**src/rtl/audio_pkg.sv**
```systemverilog
// audio_pkg: shared audio sample type, I2S frame geometry and slot helpers
// used by the I2S codec master and its bit timer.
package audio_pkg;

   typedef logic signed [15:0] audio_t;

   // A frame is 64 BCLK periods: 32 slots per channel.
   localparam int I2S_SLOTS = 32;
   localparam int I2S_FRAME = 64;

   localparam int SLOT_W = $clog2(I2S_FRAME);
   localparam int IDX_W  = $clog2(I2S_SLOTS);

   // Frame-wide slot counter value; bit 5 selects the channel (1 = right).
   typedef logic [SLOT_W-1:0] slot_t;

   // True when the slot carries a data bit of a ws-bit word. Standard I2S
   // mode: slot 0 of each channel is the one-bit delay, the MSB sits in
   // slot 1 and the LSB in slot ws.
   function automatic logic is_data_slot(input slot_t slot, input int ws);
      logic [IDX_W-1:0] idx;
      idx = slot[IDX_W-1:0];
      return (idx != '0) && (int'(idx) <= ws);
   endfunction

endpackage

```
**src/rtl/i2s_codec_master_if.sv**
```systemverilog
// i2s_codec_master_if: BCLK/LRCK timing bundle. The bit timer drives it,
// the serializer/deserializer in the codec master consumes it.
interface i2s_codec_master_if;
   import audio_pkg::*;

   logic  bclk;         // bit clock level
   logic  lrck;         // frame clock level, 1 = right channel
   logic  rise;         // this clock edge raises bclk
   logic  fall;         // this clock edge lowers bclk and advances the slot
   logic  frame_start;  // this fall wraps the slot counter to 0
   slot_t slot;         // current slot counter
   slot_t next_slot;    // slot counter after the next fall

   modport timer (output bclk, lrck, rise, fall, frame_start, slot, next_slot);
   modport core  (input  bclk, lrck, rise, fall, frame_start, slot, next_slot);

endinterface

```
**src/rtl/i2s_bit_timer.sv**
```systemverilog
// i2s_bit_timer: divides the system clock into BCLK, keeps the 64-slot frame
// counter and publishes rise/fall/frame-start strobes for the current edge.
module i2s_bit_timer
   import audio_pkg::*;
#(
   parameter int BCLK_DIV = 16
)
(
   input  logic              iCLK_50,
   input  logic              iRST_N,
   i2s_codec_master_if.timer tmr
);

   logic [7:0] div_cnt;
   logic       bclk_q;
   slot_t      slot_q;
   logic       terminal;

   assign terminal = (div_cnt == 8'(BCLK_DIV - 1));

   // Divider wraps at terminal count and toggles BCLK; every BCLK fall
   // advances the slot counter. Reset parks the counter at 63 so the first
   // fall after release is a frame start.
   // NOTE: state registers use non-blocking assignments so every flop samples
   // pre-edge values, independent of the order of statements or blocks.
   always_ff @(posedge iCLK_50 or negedge iRST_N) begin
      if (!iRST_N) begin
         div_cnt <= '0;
         bclk_q  <= 1'b0;
         slot_q  <= '1;
      end else if (terminal) begin
         div_cnt <= '0;
         bclk_q  <= ~bclk_q;
         if (bclk_q) begin
            slot_q <= slot_q + slot_t'(1);
         end
      end else begin
         div_cnt <= div_cnt + 8'd1;
      end
   end

   // LRCK is the registered top bit of the slot counter, so it moves on the
   // fall event together with the slot.
   assign tmr.bclk        = bclk_q;
   assign tmr.lrck        = slot_q[SLOT_W-1];
   assign tmr.slot        = slot_q;
   assign tmr.next_slot   = slot_q + slot_t'(1);
   assign tmr.rise        = terminal & ~bclk_q;
   assign tmr.fall        = terminal & bclk_q;
   assign tmr.frame_start = terminal & bclk_q & (slot_q == '1);

endmodule

```
**src/rtl/i2s_codec_master.sv**
```systemverilog
// i2s_codec_master: I2S standard-mode master. Serializes held stereo samples
// onto oADCDAT, deserializes iDACDAT into oL/oR, and runs a one-deep
// valid/ready holding register in front of the transmit shifter.
module i2s_codec_master
   import audio_pkg::*;
#(
   parameter int BCLK_DIV = 16,
   parameter int WS       = 16
)
(
   input  logic                 iCLK_50,
   input  logic                 iRST_N,
   input  logic signed [WS-1:0] iL,
   input  logic signed [WS-1:0] iR,
   input  logic                 iValid,
   output logic                 oReady,
   output logic                 oBCLK,
   output logic                 oLRCK,
   output logic                 oADCDAT,
   input  logic                 iDACDAT,
   output logic signed [WS-1:0] oL,
   output logic signed [WS-1:0] oR,
   output logic                 oValid,
   output logic                 oUnderrun
);

   localparam int FW = 2 * WS;   // {left, right} frame word

   i2s_codec_master_if tmr_if ();

   i2s_bit_timer #(
      .BCLK_DIV (BCLK_DIV)
   ) u_timer (
      .iCLK_50 (iCLK_50),
      .iRST_N  (iRST_N),
      .tmr     (tmr_if)
   );

   assign oBCLK = tmr_if.bclk;
   assign oLRCK = tmr_if.lrck;

   logic [FW-1:0] hold_q;   // accepted sample waiting for the next frame
   logic [FW-1:0] tx_sh;    // frame being transmitted, MSB goes out next
   logic [FW-1:0] rx_sh;    // frame being received, shifted in MSB first
   logic          rx_last;  // rise of right-channel slot WS: frame complete
   logic          rx_done;  // rx_sh holds a complete frame this cycle
   logic          tx_slot;  // slot entered on this fall carries data
   logic          rx_slot;  // current slot carries data
   logic          accept;

   assign accept  = iValid & oReady;
   assign tx_slot = is_data_slot(tmr_if.next_slot, WS);
   assign rx_slot = is_data_slot(tmr_if.slot, WS);
   assign rx_last = tmr_if.rise & tmr_if.slot[SLOT_W-1]
                    & (tmr_if.slot[IDX_W-1:0] == IDX_W'(WS));

   // Holding register handshake: a frame start drains a full register;
   // otherwise a transfer fills it. A transfer on the frame start of an
   // empty register is still accepted but only serves the following frame.
   // NOTE: the holding data is reset along with its flag so a reset can
   // never leak a stale sample into a later frame.
   always_ff @(posedge iCLK_50 or negedge iRST_N) begin
      if (!iRST_N) begin
         hold_q    <= '0;
         oReady    <= 1'b1;
         oUnderrun <= 1'b0;
      end else begin
         oUnderrun <= tmr_if.frame_start & oReady;
         if (tmr_if.frame_start && !oReady) begin
            oReady <= 1'b1;
         end else if (accept) begin
            hold_q <= {iL, iR};
            oReady <= 1'b0;
         end
      end
   end

   // Transmit: load the frame word (or silence) at frame start, then emit one
   // bit per data slot on the BCLK fall; non-data slots drive 0.
   always_ff @(posedge iCLK_50 or negedge iRST_N) begin
      if (!iRST_N) begin
         tx_sh   <= '0;
         oADCDAT <= 1'b0;
      end else begin
         if (tmr_if.frame_start) begin
            tx_sh <= oReady ? '0 : hold_q;
         end else if (tmr_if.fall && tx_slot) begin
            tx_sh <= {tx_sh[FW-2:0], 1'b0};
         end
         if (tmr_if.fall) begin
            oADCDAT <= tx_slot & tx_sh[FW-1];
         end
      end
   end

   // Receive: sample iDACDAT on BCLK rise in data slots; one clock after the
   // last right-channel bit, publish the pair and pulse oValid.
   always_ff @(posedge iCLK_50 or negedge iRST_N) begin
      if (!iRST_N) begin
         rx_sh   <= '0;
         rx_done <= 1'b0;
         oL      <= '0;
         oR      <= '0;
         oValid  <= 1'b0;
      end else begin
         if (tmr_if.rise && rx_slot) begin
            rx_sh <= {rx_sh[FW-2:0], iDACDAT};
         end
         rx_done <= rx_last;
         oValid  <= rx_done;
         if (rx_done) begin
            oL <= rx_sh[FW-1:WS];
            oR <= rx_sh[WS-1:0];
         end
      end
   end

endmodule
```
**config.mk**
```make
export PLATFORM = sky130hd
export DESIGN_NAME = i2s_codec_master
export DESIGN_NICKNAME = d
export VERILOG_FILES = /design/src/rtl/audio_pkg.sv /design/src/rtl/i2s_codec_master_if.sv /design/src/rtl/i2s_bit_timer.sv /design/src/rtl/i2s_codec_master.sv
export SDC_FILE = /design/constraint.sdc
export NUM_CORES = 1
export LEC_CHECK = 0
export CAP_MARGIN = 20
export CORE_MARGIN = 10
export CORE_UTILIZATION = 56
export DETAILED_ROUTE_END_ITERATION = 6
export GPL_TIMING_DRIVEN = 0
export PLACE_DENSITY = 0.8
export SLEW_MARGIN = 10
export SYNTH_ARGS = -nofsm -noshare
export SYNTH_HDL_FRONTEND = slang
export SYNTH_SLANG_ARGS = --single-unit
```
**constraint.sdc**
```tcl
create_clock -name iCLK_50 -period 3.84 [get_ports iCLK_50]
set_input_delay 0.384 -clock iCLK_50 [delete_from_list [all_inputs] [get_ports iCLK_50]]
set_output_delay 0.384 -clock iCLK_50 [all_outputs]
set_load 0.005 [all_outputs]
```
=== After elaboration in Yosys (flattened, before gate mapping) ===
Index checks and enable logic that the tools add are counted.

* $add $sub $neg: 2
* $lt $le $gt $ge: 2
* Equality and inequality tests: 3
* Muxes and demuxes: 6
* Bitwise logic cells: 10
* Reduce and logical (&&, ||, !) cells: 12

{| class="wikitable"
|+ Operators with widths
! operator !! number
|-
| $mux 32 || 3
|-
| $le 5x5->1 const B || 2
|-
| $reduce_bool 5->1 || 2
|-
| $add 8x1->8 const B || 1
|-
| $and 1x1->1 || 8
|-
| $eq 8x4->1 const B || 1
|-
| $mux 8 || 1
|-
| $add 6x1->6 const B || 1
|-
| $eq 6x6->1 const B || 1
|-
| $eq 5x5->1 const B || 1
|-
| $logic_and 1x1->1 || 5
|-
| $reduce_and 2->1 || 2
|-
| $reduce_bool 2->1 || 2
|-
| $mux 1 || 2
|-
| $not 1->1 || 2
|-
| $logic_not 1->1 || 1
|}

* Register bits: 148
* Bits of input ports: 36
* Output and inout port bits: 38
* Logic and storage cells: 48

=== Depth between registers and ports, before layout ===
Gate-level depths: netlist of run 1.

* Depth in word-level cells: 6
* Mapped depth: 8
* Depth with buffers taken out: 6

=== Cells and area by module ===
From an unflattened synthesis of run 1, not the netlist that was laid out.

* Cell total of the unflattened synthesis: 463
* Area total of the unflattened synthesis: 6,139.6 µm²

{| class="wikitable"
|+ Modules (own cells, without submodules)
! module !! times used !! cells each !! area an instance (µm²) !! sequential area each (µm²)
|-
| i2s_codec_master || 1 || 399 || 5,400.2 || 3,329.4
|-
| i2s_bit_timer || 1 || 64 || 739.5 || 382.9
|}

=== Least setup slack after synthesis of run 1 ===
No wires, ideal clock.

* Kind: register to register
* Start point: reg u_timer.slot_q[0] (netlist: u_timer.tmr.slot[0])
* End point: reg rx_sh[29]
* Library setup time: 0.125 ns
* Data arrival time: 2.054 ns
* Data required time: 3.715 ns
* Slack: 1.661 ns
* Stages on the path, launching flop included: 9
* Buffers on the path: 2
* Clock period less this slack: 2.179 ns
* Cell sequence: dfstp_2 -> inv_1 -> ha_1 -> nor3b_1 -> ha_1 -> or3_1 -> buf_6 -> buf_6 -> mux2_4

* Word-level cells in the longest chain between the ends: 3
* Elaborated cells on any way between the ends: 4
* Those cells by class: order compare: 1; reduce/logical: 3

{| class="wikitable"
|+ Ends and longest elaborated chain
! element !! line !! source
|-
| start: declaration || i2s_bit_timer.sv:16 || <nowiki>slot_t slot_q;</nowiki>
|-
| start signal: assignment || i2s_bit_timer.sv:35 || <nowiki>slot_q <= slot_q + slot_t'(1);</nowiki>
|-
| $le 5x5->1 / $reduce_bool 5->1 (equally long branches) || audio_pkg.sv:23 || <nowiki>return (idx != '0) && (int'(idx) <= ws);</nowiki>
|-
| $logic_and 1x1->1 (*) || audio_pkg.sv:23 ||
|-
| $logic_and 1x1->1 (*) || i2s_codec_master.sv:106 || <nowiki>if (tmr_if.rise && rx_slot) begin</nowiki>
|-
| end signal: assignment || i2s_codec_master.sv:107 || <nowiki>rx_sh <= {rx_sh[FW-2:0], iDACDAT};</nowiki>
|-
| end: declaration || i2s_codec_master.sv:44 || <nowiki>logic [FW-1:0] rx_sh;</nowiki>
|}

Every way passes the cells marked *; elsewhere a longest branch is shown, timed or not.
A chain may end at the register's enable or synchronous reset.

=== Worst setup path in the final report of run 1 ===
* Start point: reg u_timer.div_cnt[4]
* End point: reg tx_sh[31]

* Word-level cells in the longest chain between the ends: 4
* Elaborated cells on any way between the ends: 6
* Those cells by class: eq/ne: 1; mux: 1; bitwise: 2; reduce/logical: 2

{| class="wikitable"
|+ Ends and longest elaborated chain
! element !! line !! source
|-
| start: declaration || i2s_bit_timer.sv:14 || <nowiki>logic [7:0] div_cnt;</nowiki>
|-
| start signal: assignment || i2s_bit_timer.sv:38 || <nowiki>div_cnt <= div_cnt + 8'd1;</nowiki>
|-
| $eq 8x4->1 (*) || i2s_bit_timer.sv:19 || <nowiki>assign terminal = (div_cnt == 8'(BCLK_DIV - 1));</nowiki>
|-
| $and 1x1->1 (*) || i2s_bit_timer.sv:49, i2s_bit_timer.sv:50 ||
|-
| $and 1x1->1 / $logic_and 1x1->1 (equally long branches) || i2s_bit_timer.sv:50, i2s_codec_master.sv:87 ||
|-
| $mux 32 / $reduce_bool 2->1 (equally long branches) || n/a ||
|-
| end signal: assignment || i2s_codec_master.sv:86 || <nowiki>tx_sh <= oReady ? '0 : hold_q;</nowiki>
|-
| end signal: assignment || i2s_codec_master.sv:88 || <nowiki>tx_sh <= {tx_sh[FW-2:0], 1'b0};</nowiki>
|-
| end: declaration || i2s_codec_master.sv:43 || <nowiki>logic [FW-1:0] tx_sh;</nowiki>
|}

Marks and branches as above.

==> out/summary.txt, run 1 <==
Rel. slew slack: 56.5%
Vias: 3,593
Multi-input logic area: 2110 um^2
CP max stage cell: dfrtp_1
Crit path kind: reg2reg
Top cells by area, synth: dfrtp_1 (59%), mux2_2 (17%), mux2i_1 (5.5%)
Post-synth top area cell: dfrtp_1
Pwr per Cell Area: 437 nW/um^2
Syn Nets: 465
Drt drc: 0
First DRT Iteration DRCs: 248
Layout Nets: 559
Post-route ant nets: 0
DIE AREA: 15,200 um^2
CTS buffer count: 17
Initial Util: 57.8%
Wire length per cell: 16.2 um
Fillers: 715
Worst-path maximum fanout: 10
Initial antenna violation count: 0
Final setup fails: 0
Die height: 123 um
Peak Freq: 435 MHz
Congestion Overflow GR: 0
CTS resizes: 0
Final core utilization: 72.5%
Syn avg cell area: 14.1 um^2
CTS Hold Bufs: 1
Clock skew: 7.04 ps
Layout area overhead: 25.3%
RSZ-0062 raised after global routing: false
Mapped Area: 6000 um^2
Post-CTS Setup Bufs: 0
Clk slew on worst S/H paths: 60 ps
Number of global-route vias before repair: 3,888
Fin Hold WS: 382 ps
Most frequent CP cell: a21oi_1
Row cnt: 37
Yosys warnings: 0
Core area: 10,400 um^2
Post-synth top area share: 58.8%
P_leak: 3.80 nW
Clock latency on the worst-skew pair: 520 ps
HP Class: reg2reg
Largest delay contributor family on the critical path: simple AND/OR/NAND/NOR gates
Fraction of layout cells with a size suffix above 1: 28.4%
CP required: 4230 ps
Register area share after synthesis: 61.9%
Arr. time, crit path: 2690 ps
DR pass1 iterations: 4
Fin. max-slew vios: 0
# diodes: 0
Final wirelength: 10,800 um
Most frequent cells in the layout: dfrtp_1 (141), mux2_2 (93), clkdlybuf4s50_1 (72), a21oi_1 (62), mux2i_1 (33)
Die width: 123 um
Status: completed
Startpoint Class: flop
Final worst path period need: 2300 ps
Vias per cell: 5.39
Fraction of the cycle the final worst path needs: 59.9%
HPWL after DPL: 7430 um
Final hold vios: 0
Max rail drop VDD: 0.326 mV
Clock buffer depth: 2
First-pass GRT wire length: 18,600 um
Critical Path Sink Type: flop
H-Tree Depth: 4
Buffers & Inverters on Critical Path: 2
Register Area: 3710 um^2
Placer congestion estimate: 0.727
Max_cap viols: 0
IO Pins: 74
Gr usage total: 15.1%
CTS Sinks: 148
Cells along the critical path: nor4_4, and3_1, buf_2, nand4_1, clkbuf_1, a21oi_1, a21oi_1
Seq cells post-synth: 148
Port bufs: 73
Slew @ Worst Pin: 652 ps
Most common cell after layout, fill and taps aside: dfrtp_1
Max incr delay on CP: 430 ps
CTS tree: built
Number of distinct library cells after synthesis: 33
Post-Synthesis Cells: 425
Root Buffer: clkbuf_8
Largest net degree at the start of global routing: 79
## state kept, by name, indices dropped and copies added, names as in the netlist, 6 cells and up
register / count
hold_q: 32
rx_sh: 32
tx_sh: 32
oL: 16
oR: 16
u_timer.div_cnt: 8
u_timer.tmr.slot: 6
## cell type report
class                           count  share of cell area, %
Clock buffer                       23                   6.34
Sequential cell                   148                   49.4
Tap cell                          136                   2.26
Clock inverter                      8                   1.33
Timing Repair Buffer               75                   10.2
Inverter                            5                  0.250
Multi-Input combinational cell    246                   28.1
Buffer                             26                   2.10
## synthesized netlist by cell type
library cell  instances
inv_1                 4
and2_4                1
buf_2                 5
xor2_1                4
dfrtp_1             141
o21ai_0               3
buf_6                 7
clkinv_1              1
or3_1                 2
and2_1                1
nor2_1                4
nand2_2               1
nor4_4                1
nor3b_1               2
mux2_2               93
a31oi_1               1
nor3_1                1
clkbuf_2              1
and4_1                1
and3_1                2
xnor2_1               7
o21ai_2               1
mux2i_1              33
mux2_4                3
nand2_1              10
nand3_1               5
a21oi_1              62
buf_1                 6
nand2b_1              1
ha_1                  4
clkbuf_1              7
dfstp_2               7
nand4_1               3
## kinds of logic after synthesis
| kind of cell | after synthesis | synth area share, % |
|---|---|---|
| xor gates and xnor gates | 11 | 1.61 |
| muxes | 129 | 23.7 |
| and+or+nand+nor | 35 | 3.32 |
| buffers and inverters | 31 | 2.94 |
| DFF | 148 | 61.9 |
| AOI/OAI and AO/OA | 67 | 5.68 |
| adders and majority gates | 4 | 0.835 |
## path summary, 6_finish.rpt
check,startpoint,end,slack [ps],cells after the start
min in group asynchronous,iRST_N,oL[8],450,2
worst max-delay path,u_timer.div_cnt[4],tx_sh[31],1540,7
max in group asynchronous,iRST_N,u_timer.tmr.slot[3],2560,3
worst max register to register,u_timer.div_cnt[4],tx_sh[31],1540,7
worst min register to register,rx_done,oValid,380,0
worst min-delay path,rx_done,oValid,380,0
## routing by layer
layer	global-route usage [%]	routed length [um]	vias to the layer above
met1	18.6	4730	1818
met3	4.79	636	11
li1	-	-	1689
met2	24.6	5320	75
met4	5.31	121	0
met5	0	0	-
## report_power, final
part	internal, mW	total [mW]	switching (mW)
combinational	0.0562	0.0979	0.0418
sequential	1.59	1.61	0.0178
clock	0.988	1.58	0.590
## metrics by stage
stage	TNS, ps	std cells	area (um^2)	power (mW)	setup slack [ps]
after floorplan	0	425	6000	1.66	1660
after global placement	-471790	634	6900	1.73	-3280
after detailed placement	0	635	6930	1.73	1570
after CTS	0	667	7510	3.32	1550
after global routing	0	667	7510	3.41	1390
final	0	667	7510	3.29	1540
(Power assumes the default switching activity.)
==> inputs of run 2 (changes only) <==
Settings changed: CORE_UTILIZATION 56 to 50, PLACE_DENSITY 0.8 to 0.76.
Clock period 3.84 ns to 2 ns, I/O delays scaled along.
==> run 2 against run 1 <==
Against the previous run:
- die area up 10%
- final cell count grew 3.7%
- power rose by 110%
- setup slack got worse by 1700 ps
- highest routed layer unchanged
- the flow now finishes with violations (setup timing)
- maximum frequency up 8.3%
- clock skew shrank 2.5 ps
==> out/summary.txt, run 2 (synthesis gave the netlist of run 1 again) <==
Initial Util: 51.9% (-6.0 points)
Die height: 130 um (+4.9%)
Crit path kind: reg2reg
Post-route design area: 7980 um^2 (+6.1%)
Placed cell area: 6940 um^2 (+0.23%)
DR pass1 iterations: 4 (unchanged)
Most frequent cells in the layout: dfrtp_1 (139), mux2_2 (92), clkdlybuf4s50_1 (72), a21oi_1 (51), mux2i_1 (31)
Fraction of the cycle the final worst path needs: 106% (+46 points)
Slew @ Worst Pin: 633 ps (-18.5 ps)
Finished Layout Cells: 692 (+3.7%)
Startpoint Class: flop
Vias per cell: 5.27 (-2.1%)
Cells along the critical path: inv_2, ha_4, nor3b_2, ha_1, or3_4, buf_6, mux2_4
Final hold vios: 0 (unchanged)
Fin Hold WS: 334 ps (-47.6 ps)
Gr usage total: 14.2% (-0.91 points)
CTS Sinks: 148 (unchanged)
Row cnt: 39 (+5.4%)
Placed cells: 642 (+1.1%)
Largest net degree at the start of global routing: 82 (+3.8%)
Die width: 130 um (+4.9%)
Vias: 3,648 (+1.5%)
Final worst path period need: 2120 ps (-176 ps)
Arr. time, crit path: 2430 ps (-260 ps)
Congestion Overflow GR: 0 (unchanged)
Failing checks: setup timing
HP Class: in2async
Clock buffer depth: 2 (unchanged)
Clock skew: 4.53 ps (-2.51 ps)
Initial antenna violation count: 0 (unchanged)
IO Pins: 74 (unchanged)
RSZ-0062 raised after global routing: true
P_leak: 3.97 nW (+4.4%)
Status: finished, violations left
Layout Nets: 577 (+3.2%)
Clock latency on the worst-skew pair: 420 ps (-100 ps)
Fraction of layout cells with a size suffix above 1: 35.9% (+7.4 points)
Port bufs: 73 (unchanged)
Post-route ant nets: 0 (unchanged)
Root Buffer: clkbuf_16
Layout area overhead: 33.0%
HPWL after DPL: 7430 um (+0.11%)
Final wirelength: 11,500 um (+6.3%)
Fin. max-slew vios: 0 (unchanged)
Worst-path maximum fanout: 10 (unchanged)
Peak Freq: 471 MHz (+8.3%)
Most common cell after layout, fill and taps aside: dfrtp_1
CTS tree: built
PnR worst setup slack: -123 ps (-1660 ps)
# diodes: 0 (unchanged)
Final setup fails: 37 (+37)
H-Tree Depth: 4 (unchanged)
Number of global-route vias before repair: 3,820 (-1.7%)
CP required: 2300 ps (-1930 ps)
Pre-CTS setup slack: -217 ps (-1790 ps)
First-pass GRT wire length: 19,000 um (+1.8%)
Max rail drop VDD: 0.585 mV (+80%)
Biggest regs: hold_q (32), rx_sh (32), tx_sh (32)
CTS buffer count: 17 (unchanged)
Pwr per Cell Area: 845 nW/um^2 (+93%)
First DRT Iteration DRCs: 227 (-8.5%)
Max_cap viols: 0 (unchanged)
Critical Path Sink Type: flop
Core area: 11,600 um^2 (+12%)
CP max stage cell: dfstp_2
Clk slew on worst S/H paths: 60 ps (about the same)
Rel. slew slack: 57.8% (+1.2 points)
Wire length per cell: 16.6 um (+2.4%)
Max incr delay on CP: 550 ps (+120 ps)
Placer congestion estimate: 0.745 (+2.6%)
DIE AREA: 16,800 um^2 (+10%)
Final core utilization: 69.0% (-3.5 points)
Drt drc: 0 (unchanged)
==> run 2: cell types whose count changed in the layout (fill, tap and decap cells not counted), moves of 3 or more <==
cell / previous run / this run
buf_8: 0 / 3
a21oi_1: 62 / 51
a21oi_2: 0 / 11
clkbuf_16: 16 / 19
buf_2: 5 / 0
bufinv_16: 2 / 5
buf_4: 0 / 14
buf_6: 8 / 11
clkbuf_1: 9 / 6
==> run 2: final cells by class <==
type | count | area (um^2)
sequential | 148 | 3710
buffer | 24 | 210
timing repair buffer | 95 | 978
inverter | 5 | 18.8
tap | 143 | 179
fill | 811 | 3590
multi-input combinational | 246 | 2220
clock inverter | 9 | 175
clock buffer | 22 | 474
==> run 2: worst max-delay path: cells and delay by family, from the launching register on <==
kind,cells,cell delay [ps]
muxes,1,290
buffers and inverters,2,230
DFF,1,550
adders and majority gates,2,410
and+or+nand+nor,2,520
==> run 2: timing repair <==
action	CTS	global route
setup endpoints to repair	62	66
hold buffers	1	0
buffers inserted	10	7
gates cloned	1	2
gates resized for setup	18	37
pin swaps	4	6
endpoints found under the hold margin	67	0
==> run 2: path summary, 6_finish.rpt <==
path | endpoint | from | cells after the start | slack, ps
min in group iCLK_50 | oReady | iValid | 2 | 340
max in group asynchronous | oReady | iRST_N | 3 | 820
worst max register to register | rx_sh[1] | u_timer.tmr.slot[0] | 7 | -120
worst min register to register | oValid | rx_done | 0 | 400
worst max-delay path | rx_sh[1] | u_timer.tmr.slot[0] | 7 | -120
worst min-delay path | oL[7] | iRST_N | 2 | 330
==> run 2: power by group <==
part	total [mW]	switching [mW]	internal [mW]
sequential	3.09	0.0350	3.06
clock	3.46	1.16	2.30
combinational	0.187	0.0793	0.108
total	6.74	1.27	5.46
==> run 2: per-layer routing <==
| metal | part of all wire, % | vias to the layer above | track usage (%) |
|---|---|---|---|
| met5 | 0 | - | 0 |
| met4 | 1.9 | 0 | 6.55 |
| met3 | 5.5 | 15 | 4.77 |
| met2 | 50 | 78 | 22.9 |
| met1 | 43 | 1822 | 17.0 |
| li1 | - | 1733 | - |
==> run 2: metrics by stage <==
step / TNS (ps) / power (mW)
floorplan: -2890 / 3.18
global placement: -714770 / 3.32
detailed placement: -9180 / 3.33
CTS: -3450 / 6.79
global route: -5900 / 6.96
finish: -3190 / 6.74
